$ cat config.mk
export PLATFORM = sky130hd
export DESIGN_NAME = bp_sacc_io_sched
export DESIGN_NICKNAME = d
export VERILOG_FILES = /design/src/rtl/bp_me_pkg.sv /design/src/rtl/bsg_fifo_1r1w_small.sv /design/src/rtl/bp_sacc_io_sched.sv
export SDC_FILE = /design/constraint.sdc
export NUM_CORES = 1
export LEC_CHECK = 0
export BUFFER_PORTS_ARGS = -buffer_cell sky130_fd_sc_hd__buf_4
export CAP_MARGIN = 10
export CORE_AREA = 4 4 128 130
export DETAILED_ROUTE_END_ITERATION = 12
export DIE_AREA = 0 0 132 134
export GPL_ROUTABILITY_DRIVEN = 0
export SYNTH_ARGS = -nofsm -noshare
export SYNTH_HDL_FRONTEND = slang
export SYNTH_SLANG_ARGS = --single-unit
$ cat constraint.sdc
create_clock -name clk_i -period 2.7 [get_ports clk_i]
set_input_delay 0.405 -clock clk_i [delete_from_list [all_inputs] [get_ports clk_i]]
set_output_delay 0.405 -clock clk_i [all_outputs]
set_load 0.05 [all_outputs]
$ cat src/rtl/bp_me_pkg.sv
// Shared types for the streaming-accelerator I/O scheduler: scheduler FSM
// states, the processor-config selector and width helpers.
package bp_me_pkg;

    typedef enum logic [1:0] {
        e_bp_default_cfg = 2'd0,
        e_bp_wide_cfg    = 2'd1
    } bp_params_e;

    typedef enum logic {
        e_idle = 1'b0,
        e_send = 1'b1
    } bp_sacc_sched_state_e;

    localparam int sched_default_num_req_lp = 2;
    localparam int sched_req_idx_width_lp   = $clog2(sched_default_num_req_lp);

    function automatic int cce_mem_msg_width(input bp_params_e cfg);
        case (cfg)
            e_bp_default_cfg: return 64;
            default:          return 128;
        endcase
    endfunction

    // Index width for n requesters; a lone requester still needs one bit.
    function automatic int req_idx_width(input int n);
        return (n > 1) ? $clog2(n) : 1;
    endfunction

endpackage

$ cat src/rtl/bsg_fifo_1r1w_small.sv
// Small register-based FIFO holding the requester tag of each issued command.
// Push while full and pop while empty are ignored.
module bsg_fifo_1r1w_small #(
    parameter int width_p = 1,
    parameter int els_p   = 4
) (
    input  logic                   clk_i,
    input  logic                   reset_n_i,
    input  logic                   push_i,
    input  logic [width_p-1:0]     data_i,
    input  logic                   pop_i,
    output logic [width_p-1:0]     data_o,
    output logic                   empty_o,
    output logic                   full_o,
    output logic [$clog2(els_p):0] count_o
);
    localparam int ptr_w_lp = (els_p > 1) ? $clog2(els_p) : 1;

    logic [width_p-1:0]     mem_r [els_p];
    logic [ptr_w_lp-1:0]    wptr_r, rptr_r;
    logic [$clog2(els_p):0] count_r;
    logic                   do_push, do_pop;

    function automatic logic [ptr_w_lp-1:0] ptr_inc(input logic [ptr_w_lp-1:0] p);
        return (p == ptr_w_lp'(els_p - 1)) ? '0 : p + 1'b1;
    endfunction

    assign empty_o = (count_r == '0);
    assign full_o  = (count_r == ($clog2(els_p) + 1)'(els_p));
    assign count_o = count_r;
    assign data_o  = mem_r[rptr_r];
    assign do_push = push_i & ~full_o;
    assign do_pop  = pop_i & ~empty_o;

    always_ff @(posedge clk_i) begin
        if (do_push) begin
            mem_r[wptr_r] <= data_i;
        end
    end

    always_ff @(posedge clk_i or negedge reset_n_i) begin
        if (!reset_n_i) begin
            wptr_r  <= '0;
            rptr_r  <= '0;
            count_r <= '0;
        end else begin
            if (do_push) wptr_r <= ptr_inc(wptr_r);
            if (do_pop)  rptr_r <= ptr_inc(rptr_r);
            case ({do_push, do_pop})
                2'b10:   count_r <= count_r + 1'b1;
                2'b01:   count_r <= count_r - 1'b1;
                default: count_r <= count_r;
            endcase
        end
    end

endmodule

$ cat src/rtl/bp_sacc_io_sched.sv
// Round-robin scheduler for the tile's I/O command channel; responses are
// steered back to requesters through an in-order tag queue under a credit cap.
module bp_sacc_io_sched
    import bp_me_pkg::*;
#(
    parameter bp_params_e bp_params_p  = e_bp_default_cfg,
    parameter int num_req_p            = sched_default_num_req_lp,
    parameter int max_outstanding_p    = 4,
    localparam int msg_w_lp            = cce_mem_msg_width(bp_params_p),
    localparam int idx_w_lp            = req_idx_width(num_req_p),
    localparam int cnt_w_lp            = $clog2(max_outstanding_p) + 1
) (
    input  logic                               clk_i,
    input  logic                               reset_n_i,
    input  logic [num_req_p-1:0][msg_w_lp-1:0] req_cmd_i,
    input  logic [num_req_p-1:0]               req_cmd_v_i,
    output logic [num_req_p-1:0]               req_cmd_ready_o,
    output logic [msg_w_lp-1:0]                req_resp_o,
    output logic [num_req_p-1:0]               req_resp_v_o,
    input  logic [num_req_p-1:0]               req_resp_yumi_i,
    output logic [msg_w_lp-1:0]                io_cmd_o,
    output logic                               io_cmd_v_o,
    input  logic                               io_cmd_yumi_i,
    input  logic [msg_w_lp-1:0]                io_resp_i,
    input  logic                               io_resp_v_i,
    output logic                               io_resp_ready_o,
    output logic [cnt_w_lp-1:0]                outstanding_o,
    output logic                               error_o,
    output logic                               state_o
);
    // Handshakes: a requester command transfers on v & ready; the link takes
    // io_cmd_o on io_cmd_v_o & io_cmd_yumi_i; a response transfers on
    // io_resp_v_i & io_resp_ready_o, which mirrors the head requester's yumi.

    bp_sacc_sched_state_e state_r, state_n;
    logic [idx_w_lp-1:0]  rr_ptr_r, grant, cand, head;
    logic                 grant_v, accept, resp_pop, err_set;
    logic                 fifo_full, fifo_empty;
    logic [msg_w_lp-1:0]  cmd_r;
    logic                 error_r;
    logic [num_req_p-1:0] head_mask;

    // Scan from the lowest rotated offset last so it wins: the first valid
    // requester after rr_ptr.
    always_comb begin
        grant_v = 1'b0;
        grant   = '0;
        cand    = '0;
        for (int i = num_req_p - 1; i >= 0; i--) begin
            cand = idx_w_lp'((int'(rr_ptr_r) + 1 + i) % num_req_p);
            if (req_cmd_v_i[cand]) begin
                grant_v = 1'b1;
                grant   = cand;
            end
        end
    end

    always_comb begin
        req_cmd_ready_o = '0;
        if (state_r == e_idle && grant_v && !fifo_full) begin
            req_cmd_ready_o[grant] = 1'b1;
        end
    end

    assign accept = |(req_cmd_v_i & req_cmd_ready_o);

    always_comb begin
        state_n = state_r;
        case (state_r)
            e_idle:  if (accept) state_n = e_send;
            e_send:  if (io_cmd_yumi_i) state_n = e_idle;
            default: state_n = e_idle;
        endcase
    end

    assign head_mask       = fifo_empty ? '0 : (num_req_p'(1) << head);
    assign req_resp_o      = io_resp_i;
    assign req_resp_v_o    = io_resp_v_i ? head_mask : '0;
    assign io_resp_ready_o = |(req_resp_yumi_i & head_mask);
    assign resp_pop        = io_resp_v_i & io_resp_ready_o;
    assign err_set         = (io_resp_v_i & fifo_empty) | (|(req_resp_yumi_i & ~head_mask));

    always_ff @(posedge clk_i or negedge reset_n_i) begin
        if (!reset_n_i) begin
            state_r  <= e_idle;
            rr_ptr_r <= idx_w_lp'(num_req_p - 1);
            cmd_r    <= '0;
            error_r  <= 1'b0;
        end else begin
            state_r <= state_n;
            if (accept) begin
                rr_ptr_r <= grant;
                cmd_r    <= req_cmd_i[grant];
            end
            if (err_set) error_r <= 1'b1;
        end
    end

    bsg_fifo_1r1w_small #(
        .width_p (idx_w_lp),
        .els_p   (max_outstanding_p)
    ) tag_fifo (
        .clk_i     (clk_i),
        .reset_n_i (reset_n_i),
        .push_i    (accept),
        .data_i    (grant),
        .pop_i     (resp_pop),
        .data_o    (head),
        .empty_o   (fifo_empty),
        .full_o    (fifo_full),
        .count_o   (outstanding_o)
    );

    assign io_cmd_v_o = (state_r == e_send);
    assign io_cmd_o   = cmd_r;
    assign error_o    = error_r;
    assign state_o    = state_r;

endmodule

==> results_dict.tcl <==
set metrics [dict create \
    status "finished clean" \
    hold_class "input pin to async pin" \
    crit_path_frequent_cell "xor2_1" \
    switching_share_pct 47.3 \
    syn-num-nets 543 \
    end_kind "flip-flop" \
    path_cells "mux4_2 > mux2i_2 > ha_1 > inv_1 > fa_1 > xor2_1 > nor2_1 > xor2_1" \
    dpl.hpwl_mm 8.57 \
    cp_top_family "multiplexers" \
    synthAdderAreaFrac_pct 2.15 \
    cts.sinks 78 \
    cp_max_fo 6 \
    slowest_stage "mux4_2" \
    yosysTopAreaCell "dfrtp_1" \
    min_period_over_period_pct 91.6 \
    synth-main-ff-cell "dfrtp_1" \
    power.leakage_nw 2.77 \
    wirelength_mm 11.2 \
    synth.distinct_cells 27 \
    r2r_end "tag_fifo.count_o[2]$_DFFE_PN0P_" \
    vias_per_cell 4.52 \
    crit_type "flip-flop to flip-flop" \
    rsz0062_at_grt "false" \
    fp.dieW_um 132 \
    required_ns 2.96 \
    reg2reg_depth 8 \
    drive_above_1_share_pct 74.5 \
    grt_max_degree 75 \
    fillers 1462 \
    clockRootBuffer "clkbuf_16" \
    via_count 3048 \
    setup_viol 0 \
    drv_slew 0 \
    clkTransAtPathRegs_ns 0.06 \
    syn-instance-count 336 \
    post_cts_buffers 0 \
    dr.pass1.iters 4 \
    clk_path_buf_depth 2 \
    peakVddDrop_mv 0.597 \
    grt_pass1_wl_mm 17.7 \
    yosys.area_share.simple_pct 2.18 \
    cts_buffers 9 \
    ctsHoldBuffers 0 \
    final_cells 674 \
    insertion_delay_ns 0.33 \
    p_sw_mw 3.81 \
    synth_warnings 0 \
    synthMuxAreaShare_pct 35.1 \
    synth_xor_area_share_pct 0.593 \
    r2r_start "tag_fifo.rptr_r[0]$_DFFE_PN0P_" \
    grt_use_total_pct 12.5 \
    cts_tree "built" \
    pwr-share-comb_pct 59.3 \
    synth_area_leaders "dfrtp_1 (41%), mux2_2 (33%), buf_4 (11%), edfxtp_1 (2.7%), buf_6 (1.8%)" \
    worst_pin_slew_ns 0.956 \
    area_delta_synth_final_pct 34.7 \
    coreArea_mm2 0.0151 \
    startpoint_type "flip-flop" \
    grt_pass1_vias 3382 \
    slew_headroom_pct 36.2 \
    syn_avg_cell_area_um2 13.2 \
    synth_edf_count 4 \
    yosys.area.top_type_share_pct 41.2 \
    synth_seq_cells 78 \
    cts_resized 0 \
    wl_per_cell_um 16.6 \
    finalPower_mw 8.06 \
    io_buffer_count 210 \
    drc 0 \
    regArea_mm2 0.00197 \
    overflow 0 \
    final_common_cell "buf_4" \
    clock.fmax_mhz 404 \
    die_h_um 134 \
    synth-compound-area-share_pct 1.30 \
    p_int_mw 4.25 \
    fin_crit_ns 2.47 \
    start_util_pct 29.2 \
    ios 339 \
    drtAntennaViolNets 0 \
    syn-cell-area_mm2 0.00443 \
    final-hold-violation-count 0 \
    cp.buffers_inverters 1 \
    mostFrequentLayoutCells "buf_4 (212), mux2_2 (129), dfrtp_1 (73)" \
    ys_async_sr_fraction_pct 94.9 \
    yosysSeqAreaShare_pct 44.5 \
    multi_input_area_mm2 0.00184 \
    ff2ff_setup_slack_ns 0.23 \
    tns_ns 0 \
    worstPathArrival_ns 2.73 \
    dpl.cell_count 658 \
    p_clk_share_pct 14.1 \
    final_nets 688 \
    drt-initial-drc-count 69 \
    pwr-share-seq_pct 26.6 \
    h-tree-depth 3 \
    die-area_mm2 0.0177 \
    synth_top_family_by_area "multiplexers" \
    antenna_cells 0 \
    fin_skew_ns 0.00723 \
    drv_cap 0 \
    max_stage_delay_ns 0.60 \
    grt_antenna_before_repair 0 \
    p_per_area_mw_per_mm2 1350 \
    rows 45 \
]
synthesized netlist by cell type, types with 4 or more instances:
library cell,count
mux2_2,129
dfrtp_1,73
buf_4,65
inv_1,8
buf_6,7
nor2_1,7
ha_1,6
and2_1,5
clkbuf_1,4
edfxtp_1,4
mux2_1,4
stage by stage:
stage	util [%]	cell area [um2]	worst slack, ns	hold slack (ns)
5_1_grt	39.4	5970	0.0651	0.251
3_3_place_gp	37.6	5690	0.321	0.475
2_1_floorplan	-	4430	0.0184	0.109
4_1_cts	39.4	5970	0.223	0.240
3_5_place_dp	37.6	5690	0.243	0.491
6_report	39.4	5970	0.226	0.222
cells by family (layout without fill, tap and decap cells):
group,Yosys count,after routing
AOI/OAI and AO/OA,6,6
muxes,137,137
adders and majority gates,7,7
xor gates and xnor gates,3,3
and+or+nand+nor,18,18
DFF,78,78
buffers and inverters,87,237
power by group through the flow:
stage          clock [mW]  sequential [mW]  combinational (mW)
3_5_place_dp            0             2.16                4.86
5_1_grt              1.23             2.24                5.03
3_3_place_gp            0             2.13                4.81
6_report             1.14             2.14                4.78
4_1_cts              1.19             2.16                4.86
2_1_floorplan           0             3.96                1.89
worst max path at each step:
| stage | from | end | slack (ns) | cells after the start |
|---|---|---|---|---|
| after floorplan | tag_fifo.count_o[0]$_DFFE_PN0P_ | req_cmd_ready_o[0] | 0.02 | 5 |
| after global placement | tag_fifo.rptr_r[0]$_DFFE_PN0P_ | tag_fifo.count_o[2]$_DFFE_PN0P_ | 0.32 | 8 |
| after detailed placement | tag_fifo.rptr_r[0]$_DFFE_PN0P_ | tag_fifo.count_o[2]$_DFFE_PN0P_ | 0.24 | 8 |
| after CTS | tag_fifo.rptr_r[0]$_DFFE_PN0P_ | tag_fifo.count_o[2]$_DFFE_PN0P_ | 0.22 | 8 |
| after global routing | tag_fifo.rptr_r[0]$_DFFE_PN0P_ | tag_fifo.count_o[2]$_DFFE_PN0P_ | 0.07 | 8 |
| final | tag_fifo.rptr_r[0]$_DFFE_PN0P_ | tag_fifo.count_o[2]$_DFFE_PN0P_ | 0.23 | 8 |
final cells by class:
class | count | share of cell area [%]
clock buffer | 12 | 4.30
sequential | 78 | 33.1
multi-input combinational | 171 | 30.8
clock inverter | 4 | 0.356
timing repair buffer | 213 | 27.0
inverter | 8 | 0.503
tap | 188 | 3.94
state kept, by name, indices dropped and copies added, names as in the netlist:
signal / count
tag_fifo.count_o: 3
io_cmd_v_o: 1
rr_ptr_r: 1
tag_fifo.wptr_r: 2
io_cmd_o: 64
error_o: 1
tag_fifo.mem_r: 4
tag_fifo.rptr_r: 2
routing by layer:
layer  vias to the layer above  part of all wire, %  global-route usage [%]  wire (um)
li1                       1387                    -                       -          -
met3                        35                  9.4                    6.15       1050
met1                      1483                   34                    12.9       3850
met4                         0                  1.8                    3.68        205
met2                       143                   54                    22.4       6070
met5                         -                    0                       0          0
Note: power is estimated with default switching activity, not from simulation.
